File: src/rtl/write_ctrl.sv
// write_ctrl: queued single-bank write controller.
// Write requests {row,data} land in a small FIFO; a four-state bank FSM
// pops them one at a time, precharging/activating rows as needed, and
// commits each word into a 16x32 storage array with a one-cycle completion pulse.
module write_ctrl #(
    parameter int DEPTH = 4
) (
    input  logic        clk,
    input  logic        reset,
    input  logic [3:0]  row,
    input  logic [31:0] data,
    input  logic        input_valid,
    output logic        full,
    output logic        output_valid,
    output logic [3:0]  done_row,
    input  logic [3:0]  rd_row,
    output logic [31:0] rd_content
);

    localparam int AW = $clog2(DEPTH);
    localparam logic [AW:0] FULL_CNT = (AW + 1)'(DEPTH);

    typedef enum logic [1:0] {
        IDLE      = 2'd0,
        PRECHARGE = 2'd1,
        ACTIVATE  = 2'd2,
        WRITE     = 2'd3
    } state_t;

    state_t        state;
    state_t        state_next;

    logic [35:0]   fifo_mem [DEPTH];
    logic [AW-1:0] wr_ptr;
    logic [AW-1:0] rd_ptr;
    logic [AW:0]   count;
    logic [35:0]   fifo_head;
    logic          push;
    logic          pop;

    logic [3:0]    cur_row;
    logic [31:0]   cur_data;
    logic          open_valid;
    logic [3:0]    open_row;
    logic [31:0]   mem [16];

    // Handshake: input_valid has no ready partner. A request is accepted
    // on any posedge where input_valid=1 and full=0; when full=1 it is
    // silently dropped, even if a pop frees a slot on that same edge.
    assign full      = (count == FULL_CNT);
    assign push      = input_valid && !full;
    assign pop       = (state == IDLE) && (count != '0);
    assign fifo_head = fifo_mem[rd_ptr];
    assign rd_content = mem[rd_row];

    // FIFO pointers and occupancy; pointers wrap naturally at DEPTH.
    always_ff @(posedge clk) begin
        if (reset) begin
            wr_ptr <= '0;
            rd_ptr <= '0;
            count  <= '0;
        end else begin
            if (push) wr_ptr <= wr_ptr + 1'b1;
            if (pop)  rd_ptr <= rd_ptr + 1'b1;
            case ({push, pop})
                2'b10:   count <= count + 1'b1;
                2'b01:   count <= count - 1'b1;
                default: count <= count;
            endcase
        end
    end

    // FIFO payload storage; contents are don't-care until written.
    always_ff @(posedge clk) begin
        if (push) fifo_mem[wr_ptr] <= {row, data};
    end

    // Bank FSM state register.
    always_ff @(posedge clk) begin
        if (reset) state <= IDLE;
        else       state <= state_next;
    end

    // Bank FSM next state: route a popped request by open-row status.
    always_comb begin
        state_next = state;
        case (state)
            IDLE: begin
                if (pop) begin
                    if (!open_valid)                      state_next = ACTIVATE;
                    else if (open_row == fifo_head[35:32]) state_next = WRITE;
                    else                                  state_next = PRECHARGE;
                end
            end
            PRECHARGE: state_next = ACTIVATE;
            ACTIVATE:  state_next = WRITE;
            WRITE:     state_next = IDLE;
            default:   state_next = IDLE;
        endcase
    end

    // Current request latch, open-row tracking and completion pulse.
    always_ff @(posedge clk) begin
        if (reset) begin
            cur_row      <= '0;
            cur_data     <= '0;
            open_valid   <= 1'b0;
            open_row     <= '0;
            output_valid <= 1'b0;
            done_row     <= '0;
        end else begin
            output_valid <= (state == WRITE);
            if (pop) begin
                cur_row  <= fifo_head[35:32];
                cur_data <= fifo_head[31:0];
            end
            if (state == PRECHARGE) open_valid <= 1'b0;
            if (state == ACTIVATE) begin
                open_valid <= 1'b1;
                open_row   <= cur_row;
            end
            if (state == WRITE) done_row <= cur_row;
        end
    end

    // Row storage: cleared on reset, written as the FSM leaves WRITE.
    always_ff @(posedge clk) begin
        if (reset) begin
            for (int i = 0; i < 16; i++) mem[i] <= '0;
        end else if (state == WRITE) begin
            mem[cur_row] <= cur_data;
        end
    end

endmodule

File: config.mk
export PLATFORM = sky130hd
export DESIGN_NAME = write_ctrl
export DESIGN_NICKNAME = d
export VERILOG_FILES = /design/src/rtl/write_ctrl.sv
export SDC_FILE = /design/constraint.sdc
export NUM_CORES = 1
export LEC_CHECK = 0
export CORE_ASPECT_RATIO = 1.4
export CORE_UTILIZATION = 65
export DETAILED_ROUTE_END_ITERATION = 8
export PLACE_DENSITY = 0.89
export SLEW_MARGIN = 20
export SYNTH_ARGS = -nofsm -noshare
export SYNTH_HDL_FRONTEND = slang
export SYNTH_SLANG_ARGS = --single-unit
File: constraint.sdc
create_clock -name clk -period 6.2 [get_ports clk]
set_clock_uncertainty 0.1 [all_clocks]
set_input_delay 0.93 -clock clk [delete_from_list [all_inputs] [get_ports clk]]
set_output_delay 0.93 -clock clk [all_outputs]
set_load 0.02 [all_outputs]
==> metrics <==
result of the run completed; top-level I/O count 81; TritonCTS Buffers 60; insertion delay of the later-clocked pin in the worst-skew pair 0.62 ns; Net Sw Power 0.00305 W; cell-by-cell listing of the critical path buf_6, buf_12, mux4_1, mux4_2, clkdlybuf4s50_1; worst min path class reg2reg; number of distinct library cells after synthesis 34; CP delay by family, top buffers and inverters; combined area of all synthesized cells 30,800 um2; worst reg-to-reg path cell count 7; delay of the slowest critical-path stage 0.68 ns; final setup vio count 0; share of the clock period used by the worst path after layout 74.6%; Final Hold Violating Endpoints 0; register-to-register path setup slack 2.39 ns; Arr. time, crit path between 3 and 4 ns; initial antenna violation count 2; VDD IR max about 0.28 mV; TritonCTS clock tree yes; sequential share of the synthesized area 67.7%; clock sink count 713; proportion of power drawn by the clock network 34.6%; Tightest Pin Transition approximately 1.1 ns; RePlAce Congestion 0.800; clock root buffer sky130_fd_sc_hd__clkbuf_16; total of buffers placed on input and output ports 80; crit path capture rd_content[10]; count of state elements after synthesis 713; post-synthesis instance total between 1,500 and 2,000; std cell rows 94; number of remaining DRC errors 0; Reg2Reg Launch Point state[1]; number of global-route vias before repair 18,100; crit path time final approximately 4.6 ns; iteration-0 DRC count of the detailed router 2,456; startpoint type of the worst setup path input port; Ys Warns 0; number of nets in the synthesized netlist about 1,800; Area Overhead vs Synth 10.6%; hold-fix buffer count after cts 0; largest net degree at the start of global routing 73; cell internal power dissipation 0.00850 W; buffer levels on the longest clock path 3; share of power burned in registers between 50% and 60%; max_slew headroom between 20% and 30%; power density over cell area 339 nW/um2; library cell contributing the largest single delay on the critical path sky130_fd_sc_hd__mux4_1; largest cells by area after synthesis sky130_fd_sc_hd__edfxtp_1, sky130_fd_sc_hd__and2_1, sky130_fd_sc_hd__mux4_2, sky130_fd_sc_hd__mux4_1, sky130_fd_sc_hd__dfxtp_1; fraction of post-synthesis cell area in the top cell type by area 63.9%; cts repair resizes 0; horizontal extent of the die between 150 and 200 um; drt first pass iters 5; mean area per synthesized cell 17.2 um2; total half-perimeter wirelength after legalization and detailed placement roughly 41,000 um; kind of critical path in2out; wire length of the first global-routing pass 114,000 um; Leakage 12.2 nW; die outline height 260 um; Comb power frac between 10% and 20%; Inst Count DP 2,400; WL final 78,800 um; setup repair after global routing missed its margin false; Critical Path Start rd_row[0]; endpoint kind of the worst setup timing path output pin; number of nets in the layout 1,891; number of maximum-capacitance violations 0; worst flop-to-flop path endpoint mem[0][17]; cell type contributing the most total cell area after synthesis sky130_fd_sc_hd__edfxtp_1; number of standard cells in the final layout excluding fillers 2,513; layout cell share with drive strength beyond 1 15.3%; Vias/cell 6.79; cell count along the critical path 5; count of fill cells added during filler insertion 2,496; die area 48,300 um2; CP Data Required Time 5.17 ns; Core Region 46,900 um2; Buf+Inv Stages, Crit Path 3; highest attainable clock frequency between 200 and 250 MHz; CTS clock-pin slew for the worst setup and hold paths 0.06 ns; number of H-tree levels 2; Starting Density between 60 and 70%; post-CTS setup repair buffer count 0; Via Count approximately 17,000; total grt overflow 0; aggregate negative setup slack 0 ns; Routed WL per cell 31.3 um; Total Power Consumption 0.0116 W; GRT Total Usage roughly 34%; switching portion of total power between 20% and 30%; maximum fanout encountered on the critical timing path 39; Final Max Slew Viols 0; Final ANT Viol Nets 0
-- power groups by stage --
| stage | logic [W] | clock network [W] | registers, W |
|---|---|---|---|
| 6_report | 0.00143 | 0.00400 | 0.00612 |
| 5_1_grt | 0.00151 | 0.00416 | 0.00618 |
| 4_1_cts | 0.00142 | 0.00400 | 0.00611 |
| 3_3_place_gp | 0.00134 | 0 | 0.00613 |
| 2_1_floorplan | 0.00112 | 0 | 0.00588 |
| 3_5_place_dp | 0.00140 | 0 | 0.00619 |
-- state kept, by name, indices dropped and copies added (netlist names), named ones only --
register      count
cur_row           4
rd_ptr            2
count             3
wr_ptr            2
open_valid        1
open_row          4
cur_data         32
done_row          4
fifo_mem        144
mem             512
state             2
output_valid      1
-- per-layer routing --
layer / GRT usage [%] / wire, um / up-vias
met5: 0 / 0 / -
met4: 19.6 / 5070 / 0
met3: 7.52 / 9880 / 373
met2: 55.5 / 39000 / 1432
met1: 40.8 / 24800 / 8432
li1: - / - / 6815
-- through the flow --
step / area (um2) / worst slack [ns] / util, % / hold WS (ns)
after floorplan: 30800 / 2.85 / - / 0.367
after global placement: 32000 / 1.70 / 68.2 / 0.362
after detailed placement: 32000 / 1.65 / 68.2 / 0.390
after CTS: 34100 / 1.61 / 72.6 / 0.403
after global routing: 34100 / 1.53 / 72.6 / 0.435
final: 34100 / 1.57 / 72.6 / 0.402
-- layout make-up --
type	count	area, um2	area share (%)
tap	624	781	2.29
inverter	9	33.8	0.0992
multi-input combinational	926	9160	26.9
clock buffer	84	1660	4.88
antenna	1	2.50	0.00735
timing repair buffer	128	1180	3.47
clock inverter	28	400	1.18
sequential	713	20800	61.2
-- cells by family (layout without fill, tap and decap cells) --
family,count (synthesis),count (layout),synth area share [%]
xor+xnor,9,9,0.256
buf+inv,153,249,2.79
other cells,0,1,0
fa+ha+maj,10,10,0.431
simple gates,658,658,12.5
compound gates,43,43,0.719
mux,206,206,15.6
flops,713,713,67.7
-- layout by cell type, fill, tap and decap left out, drive strengths merged, types with 6 or more instances in the layout --
cell type	count
or2	16
bufinv	10
inv	11
nor2	29
clkbuf	84
clkdlybuf4s50	75
clkinv	13
nand2	77
mux4	196
edfxtp	656
a21oi	39
and2	516
buf	53
dfxtp	57
mux2i	10
ha	9
xnor2	6
-- synth_stat cells --
cell,count
sky130_fd_sc_hd__edfxtp_1,656
sky130_fd_sc_hd__and2_1,516
sky130_fd_sc_hd__mux4_2,116
sky130_fd_sc_hd__clkbuf_1,101
sky130_fd_sc_hd__mux4_1,80
sky130_fd_sc_hd__nand2_1,77
sky130_fd_sc_hd__dfxtp_1,57
sky130_fd_sc_hd__a21oi_1,39
sky130_fd_sc_hd__nor2_1,29
sky130_fd_sc_hd__buf_6,16
sky130_fd_sc_hd__or2_2,16
sky130_fd_sc_hd__clkbuf_8,15
sky130_fd_sc_hd__mux2i_1,10
sky130_fd_sc_hd__ha_1,9
sky130_fd_sc_hd__inv_1,9
sky130_fd_sc_hd__buf_2,8
sky130_fd_sc_hd__xnor2_1,6
sky130_fd_sc_hd__nand2b_1,5
sky130_fd_sc_hd__buf_1,3
sky130_fd_sc_hd__nor3_1,3
sky130_fd_sc_hd__xor2_1,3
sky130_fd_sc_hd__nor2b_1,2
sky130_fd_sc_hd__nor3_2,2
sky130_fd_sc_hd__nor3b_1,2
sky130_fd_sc_hd__o21ai_0,2
sky130_fd_sc_hd__or3_1,2
sky130_fd_sc_hd__a211oi_1,1
sky130_fd_sc_hd__a221oi_1,1
sky130_fd_sc_hd__and3_1,1
sky130_fd_sc_hd__buf_4,1
sky130_fd_sc_hd__fa_1,1
sky130_fd_sc_hd__nand3_1,1
sky130_fd_sc_hd__nand4_1,1
sky130_fd_sc_hd__nand4b_1,1
-- worst min-delay path by stage --
stage | startpoint | end | slack [ns] | cells past startpoint
2_1_floorplan | count[2] | count[2] | 0.37 | 2
3_3_place_gp | done_row[3] | done_row[3] | 0.36 | 2
3_5_place_dp | done_row[0] | done_row[0] | 0.39 | 2
4_1_cts | done_row[3] | done_row[3] | 0.40 | 2
5_1_grt | done_row[3] | done_row[3] | 0.43 | 2
6_report | done_row[3] | done_row[3] | 0.40 | 2
-- worst register-to-register path, stage by stage, from the launching register on --
cell                       delay (ns)
sky130_fd_sc_hd__dfxtp_1         0.39
sky130_fd_sc_hd__ha_1            0.40
sky130_fd_sc_hd__nor3b_1         0.31
sky130_fd_sc_hd__nand2b_1        0.22
sky130_fd_sc_hd__nor3_2          0.18
sky130_fd_sc_hd__buf_4           0.57
sky130_fd_sc_hd__or2_2           0.79
sky130_fd_sc_hd__buf_4           0.49
(Power assumes the default switching activity.)
